### config.mk
export PLATFORM = sky130hd
export DESIGN_NAME = program_loader_flat
export DESIGN_NICKNAME = d
export VERILOG_FILES = /design/src/rtl/program_loader_if.sv /design/src/rtl/program_loader.sv /design/src/flat_wrapper.sv
export SDC_FILE = /design/constraint.sdc
export NUM_CORES = 1
export LEC_CHECK = 0
export CORE_UTILIZATION = 50
export CTS_CLUSTER_DIAMETER = 60
export CTS_CLUSTER_SIZE = 40
export DETAILED_ROUTE_END_ITERATION = 16
export DONT_BUFFER_PORTS = 1
export GPL_TIMING_DRIVEN = 1
export PLACE_DENSITY = 0.74
export SYNTH_ARGS = -nofsm -noshare
export SYNTH_HDL_FRONTEND = slang
export SYNTH_SLANG_ARGS = --single-unit
### constraint.sdc
create_clock -name M_clock -period 3.6 [get_ports M_clock]
set_input_delay 0.72 -clock M_clock [delete_from_list [all_inputs] [get_ports M_clock]]
set_output_delay 0.72 -clock M_clock [all_outputs]
set_load 0.005 [all_outputs]
### src/rtl/program_loader_if.sv
// Instruction handshake and program-RAM write bus between an instruction source and the loader.
interface program_loader_if #(
    parameter int ADDR_W = 5,
    parameter int DATA_W = 8
);
    logic              in_valid;
    logic              in_ready;
    logic [1:0]        in_op;
    logic [2:0]        in_rx;
    logic [2:0]        in_ry;
    logic [DATA_W-1:0] in_imm;
    logic              wr_en;
    logic [ADDR_W-1:0] wr_addr;
    logic [DATA_W-1:0] wr_data;

    modport master (
        output in_valid, in_op, in_rx, in_ry, in_imm,
        input  in_ready, wr_en, wr_addr, wr_data
    );

    modport slave (
        input  in_valid, in_op, in_rx, in_ry, in_imm,
        output in_ready, wr_en, wr_addr, wr_data
    );
endinterface

### src/rtl/program_loader.sv
// Encodes symbolic instructions into IIXXXYYY words and writes them sequentially into program RAM;
// mvi emits the instruction word followed by its immediate.
module program_loader #(
    parameter int ADDR_W = 5,
    parameter int DEPTH  = 2 ** ADDR_W,
    parameter int DATA_W = 8
) (
    input  logic              M_clock,
    input  logic              resetn,
    input  logic              clear,
    program_loader_if.slave   bus,
    output logic [ADDR_W:0]   word_count,
    output logic              full,
    output logic              overflow
);

    localparam logic [1:0] IDLE     = 2'd0;
    localparam logic [1:0] WR_INSTR = 2'd1;
    localparam logic [1:0] WR_IMM   = 2'd2;

    localparam logic [1:0]      OP_MVI  = 2'b01;
    localparam logic [ADDR_W:0] DEPTH_C = (ADDR_W + 1)'(DEPTH);

    logic [1:0]        state;
    logic              mvi_q;
    logic [DATA_W-1:0] imm_q;

    logic              accept;
    logic              is_mvi;
    logic              room_ok;
    logic [DATA_W-1:0] enc_word;
    logic [ADDR_W:0]   count_inc;

    assign bus.in_ready = (state == IDLE) && !full && !clear;
    assign full         = (word_count == DEPTH_C);
    assign accept       = bus.in_valid && bus.in_ready;
    assign is_mvi       = (bus.in_op == OP_MVI);

    // mvi needs two free slots so it is never split across the end of RAM
    assign room_ok  = is_mvi ? (word_count <= DEPTH_C - (ADDR_W + 1)'(2))
                             : (word_count <  DEPTH_C);
    assign enc_word = DATA_W'({bus.in_op, bus.in_rx, (is_mvi ? 3'b000 : bus.in_ry)});

    // saturating increment: the address never wraps past the last slot
    assign count_inc = (word_count == DEPTH_C) ? word_count : word_count + 1'b1;

    always_ff @(posedge M_clock) begin
        if (resetn || clear) begin
            state      <= IDLE;
            bus.wr_en  <= 1'b0;
            bus.wr_addr <= '0;
            bus.wr_data <= '0;
            word_count <= '0;
            overflow   <= 1'b0;
            mvi_q      <= 1'b0;
            if (resetn) imm_q <= '0;
        end else begin
            case (state)
                IDLE: begin
                    bus.wr_en <= 1'b0;
                    if (accept) begin
                        if (room_ok) begin
                            bus.wr_en   <= 1'b1;
                            bus.wr_addr <= word_count[ADDR_W-1:0];
                            bus.wr_data <= enc_word;
                            word_count  <= count_inc;
                            imm_q       <= bus.in_imm;
                            mvi_q       <= is_mvi;
                            state       <= WR_INSTR;
                        end else begin
                            overflow <= 1'b1;
                        end
                    end
                end
                WR_INSTR: begin
                    if (mvi_q) begin
                        bus.wr_en   <= 1'b1;
                        bus.wr_addr <= word_count[ADDR_W-1:0];
                        bus.wr_data <= imm_q;
                        word_count  <= count_inc;
                        state       <= WR_IMM;
                    end else begin
                        bus.wr_en <= 1'b0;
                        state     <= IDLE;
                    end
                end
                WR_IMM: begin
                    bus.wr_en <= 1'b0;
                    state     <= IDLE;
                end
                default: begin
                    bus.wr_en <= 1'b0;
                    state     <= IDLE;
                end
            endcase
        end
    end

endmodule

### src/flat_wrapper.sv
// flat-port wrapper written by rule: the top's interface ports become plain ports
module program_loader_flat 
#(
    parameter int ADDR_W = 5,
    parameter int DEPTH  = 2 ** ADDR_W,
    parameter int DATA_W = 8
)
  (M_clock, resetn, clear, word_count, full, overflow, bus_in_valid, bus_in_op, bus_in_rx, bus_in_ry, bus_in_imm, bus_in_ready, bus_wr_en, bus_wr_addr, bus_wr_data);
  program_loader_if #(.ADDR_W(ADDR_W), .DATA_W(DATA_W)) bus_i ();
  input  logic M_clock;
  input  logic resetn;
  input  logic clear;
  output logic [ADDR_W:0] word_count;
  output logic full;
  output logic overflow;
  input wire logic [$bits(bus_i.in_valid)-1:0] bus_in_valid;
  input wire logic [$bits(bus_i.in_op)-1:0] bus_in_op;
  input wire logic [$bits(bus_i.in_rx)-1:0] bus_in_rx;
  input wire logic [$bits(bus_i.in_ry)-1:0] bus_in_ry;
  input wire logic [$bits(bus_i.in_imm)-1:0] bus_in_imm;
  output wire logic [$bits(bus_i.in_ready)-1:0] bus_in_ready;
  output wire logic [$bits(bus_i.wr_en)-1:0] bus_wr_en;
  output wire logic [$bits(bus_i.wr_addr)-1:0] bus_wr_addr;
  output wire logic [$bits(bus_i.wr_data)-1:0] bus_wr_data;
  assign bus_i.in_valid = bus_in_valid;
  assign bus_i.in_op = bus_in_op;
  assign bus_i.in_rx = bus_in_rx;
  assign bus_i.in_ry = bus_in_ry;
  assign bus_i.in_imm = bus_in_imm;
  assign bus_in_ready = bus_i.in_ready;
  assign bus_wr_en = bus_i.wr_en;
  assign bus_wr_addr = bus_i.wr_addr;
  assign bus_wr_data = bus_i.wr_data;
  program_loader #(.ADDR_W(ADDR_W), .DEPTH(DEPTH), .DATA_W(DATA_W)) u_core (.M_clock(M_clock), .resetn(resetn), .clear(clear), .bus(bus_i), .word_count(word_count), .full(full), .overflow(overflow));
endmodule
==> flow_metrics.tcl <==
set metrics [dict create \
    outcome "finished, violations left" \
    failing_checks "design-rule violations" \
    worst-path-max-fanout 7 \
    detailed_place.area_um2 1580 \
    coreArea_um2 2880 \
    final_cell_area_um2 1630 \
    hpwl_um 2370 \
    timing.max_slew.rel_slack 0.648 \
    synth_top_area_share 0.306 \
    route.detailed.wl_per_inst_um 17.4 \
    clock-root-buffer "sky130_fd_sc_hd__clkbuf_4" \
    route.antenna.remaining_nets 0 \
    cap_violations 0 \
    clock_insertion_delay_worst_skew_ns 0.34 \
    switching_share 0.259 \
    postSynthCellCount 147 \
    numPortBuffers 0 \
    final.period_utilization 0.731 \
    combinationalPowerShare 0.075 \
    routed_wl_um 3310 \
    postCtsResizedCells 0 \
    clkPwrFrac 0.318 \
    synth_edf_count 8 \
    layout-drive-gt1-share 0.148 \
    nets 170 \
    largest_family_of_logic_cells_by_synthesized_area "simple AND/OR/NAND/NOR gates" \
    max-clock-path-buffers 2 \
    syn_to_final_growth_pct 3.98 \
    post-route-drc-count 1 \
    clock_sink_count 32 \
    design.die.area_um2 3370 \
    grt_pass1_vias 1089 \
    cts.reportedPaths.clkPinSlew_ns 0.10 \
    via_per_inst 6.03 \
    antenna_cells 0 \
    io_count 43 \
    cell_internal_pwr_uw 472 \
    critPathLaunchType "register" \
    arrival_time_reported_for_the_critical_path_endpoint_ns 1.91 \
    synth.top_cells.by_area "sky130_fd_sc_hd__dfxtp_1 31%, sky130_fd_sc_hd__edfxtp_1 15%, sky130_fd_sc_hd__mux2i_1 8.9%" \
    power.switching_uw 165 \
    cts_hold_buf 0 \
    post_synth_mux_area_share 0.0892 \
    pwr-share-seq 0.606 \
    mean_instance_size_in_the_synthesized_netlist_um2 10.7 \
    p_leak_nw 0.576 \
    grt_pass1_wl_um 5400 \
    overflow 0 \
    synth-warning-count 0 \
    grt.total_usage 0.218 \
    synthAdderAreaFrac 0.0159 \
    criticalPathCategory "register to output pin" \
    hold_path.class "primary input to register" \
    yosys_register_bits 32 \
    horizontal_die_dimension_um 58.1 \
    synth.cells.most_frequent "24 x sky130_fd_sc_hd__dfxtp_1, 14 x sky130_fd_sc_hd__mux2i_1, 14 x sky130_fd_sc_hd__nand2_1" \
    initial_antenna_violation_count 0 \
    die_h_um 58.1 \
    synthesis.area_um2 1570 \
    synth_sequential_area_ratio 0.459 \
    synth.lib_cells_used.distinct 43 \
    start_util 0.546 \
    cts_tree "done" \
    drt_pass1_iterations 10 \
    core.rowCount 19 \
    pwr_density_cell_nw_per_um2 390 \
    synthDominantAreaCellType "sky130_fd_sc_hd__dfxtp_1" \
    yosys_most_used_dff "sky130_fd_sc_hd__dfxtp_1" \
    numCtsBuffers 5 \
    finalClockSkew_ns 0.00647 \
    post_synthesis_net_count 169 \
    fmax_mhz 380 \
    post_synth_and_or_nand_nor_area_fraction 0.201 \
    timing.final.crit_period_ns 2.63 \
    initialDrtViolationCount 73 \
    final-hold-violation-count 0 \
    place.gp.congestion 0.955 \
    report.final.setup_viol 0 \
    peakVddDrop_uv 253 \
    critPathCaptureType "output pin" \
    drv_slew 0 \
    post_cts_buffers 0 \
    synth_compound_area_frac 0.175 \
    synth_xor_xnor_area_share 0 \
    final.setup.tns_ns 0 \
    grt_max_degree 19 \
    cts-htree-levels 2 \
    critical_path_required_ns 2.88 \
    vias 1151 \
    async_reset_ff_frac 0 \
    timing_worst_slew_pin_value_ns 0.525 \
    post-synth-top-count-cell "sky130_fd_sc_hd__dfxtp_1" \
    rsz_0062_raised_after_global_routing "no" \
]
==> layer usage <==
metal | vias to the layer above | wire length [um] | GRT usage
li1 | 540 | - | -
met1 | 547 | 1440 | 0.287
met2 | 56 | 1550 | 0.312
met3 | 8 | 252 | 0.0647
met4 | 0 | 75 | 0.136
met5 | - | 0 | 0
==> cells by family (layout without fill, tap and decap cells) <==
group	after synthesis	count (layout)
and+or+nand+nor	54	54
AOI/OAI and AO/OA	27	27
adders and majority gates	2	2
buffers and inverters	18	20
DFF	32	32
muxes	14	14
==> sequential cells by signal, summed over array words and instances (netlist names) <==
| register | count |
|---|---|
| u_core.bus.wr_addr | 5 |
| u_core.bus.wr_data | 8 |
| u_core.bus.wr_en | 1 |
| u_core.imm_q | 8 |
| u_core.mvi_q | 1 |
| u_core.overflow | 1 |
| u_core.state | 2 |
| u_core.word_count | 6 |
==> placed cells by master, fill, tap and decap left out, types with 3 or more instances in the layout <==
| cell | Yosys | layout |
|---|---|---|
| sky130_fd_sc_hd__dfxtp_1 | 24 | 24 |
| sky130_fd_sc_hd__nand2_1 | 14 | 14 |
| sky130_fd_sc_hd__mux2i_1 | 14 | 14 |
| sky130_fd_sc_hd__inv_1 | 10 | 10 |
| sky130_fd_sc_hd__and2_1 | 8 | 8 |
| sky130_fd_sc_hd__edfxtp_1 | 8 | 8 |
| sky130_fd_sc_hd__nor2_1 | 6 | 6 |
| sky130_fd_sc_hd__nand4_1 | 5 | 5 |
| sky130_fd_sc_hd__clkbuf_4 | 0 | 5 |
| sky130_fd_sc_hd__nand3_1 | 4 | 4 |
| sky130_fd_sc_hd__a21oi_1 | 4 | 4 |
| sky130_fd_sc_hd__o31ai_2 | 4 | 4 |
| sky130_fd_sc_hd__a211oi_1 | 4 | 4 |
| sky130_fd_sc_hd__a222oi_1 | 3 | 3 |
| sky130_fd_sc_hd__o21ai_0 | 3 | 3 |
==> layout make-up <==
class,instances,area [um^2]
clock buffers,6,41.3
well taps,42,52.6
inverters,10,37.5
fillers,265,1240
flip-flops and latches,32,721
multi-input cells,97,756
clock inverters,2,11.3
repair buffers,2,15.0
==> path summary, 6_finish.rpt <==
kind | slack [ns] | end | startpoint | cells past startpoint
min reg2reg | 0.48 | u_core.bus.wr_data[0] | u_core.bus.wr_data[0] | 2
max reg2reg | 1.63 | u_core.imm_q[4] | u_core.word_count[0] | 3
min | 0.44 | u_core.state[0] | resetn | 1
max | 0.97 | bus_in_ready | u_core.word_count[0] | 6
==> per-stage QoR <==
step	util	worst slack, ns	hold slack, ns	total power [mW]	instances
after floorplan	-	1.58	0.450	0.435	147
after global placement	0.550	1.44	0.466	0.440	183
after detailed placement	0.550	1.37	0.470	0.442	183
after CTS	0.568	0.975	0.426	0.644	191
after global routing	0.568	0.819	0.420	0.667	191
final	0.568	0.969	0.438	0.637	191
==> worst max-delay path: stages, from the launching register on <==
cell and delay [ns]:
sky130_fd_sc_hd__dfxtp_1 0.48, sky130_fd_sc_hd__inv_1 0.16, sky130_fd_sc_hd__ha_1 0.23, sky130_fd_sc_hd__nor4bb_1 0.14, sky130_fd_sc_hd__nand2_1 0.17, sky130_fd_sc_hd__inv_1 0.12
sky130_fd_sc_hd__nor4_1 0.27
==> power by group through the flow <==
stage / logic, mW / registers, mW / clock network (mW)
after floorplan: 0.0429 / 0.392 / 0
after global placement: 0.0461 / 0.394 / 0
after detailed placement: 0.0479 / 0.394 / 0
after CTS: 0.0480 / 0.386 / 0.210
after global routing: 0.0527 / 0.387 / 0.227
final: 0.0481 / 0.386 / 0.203
Note: power is estimated with default switching activity, not from simulation.
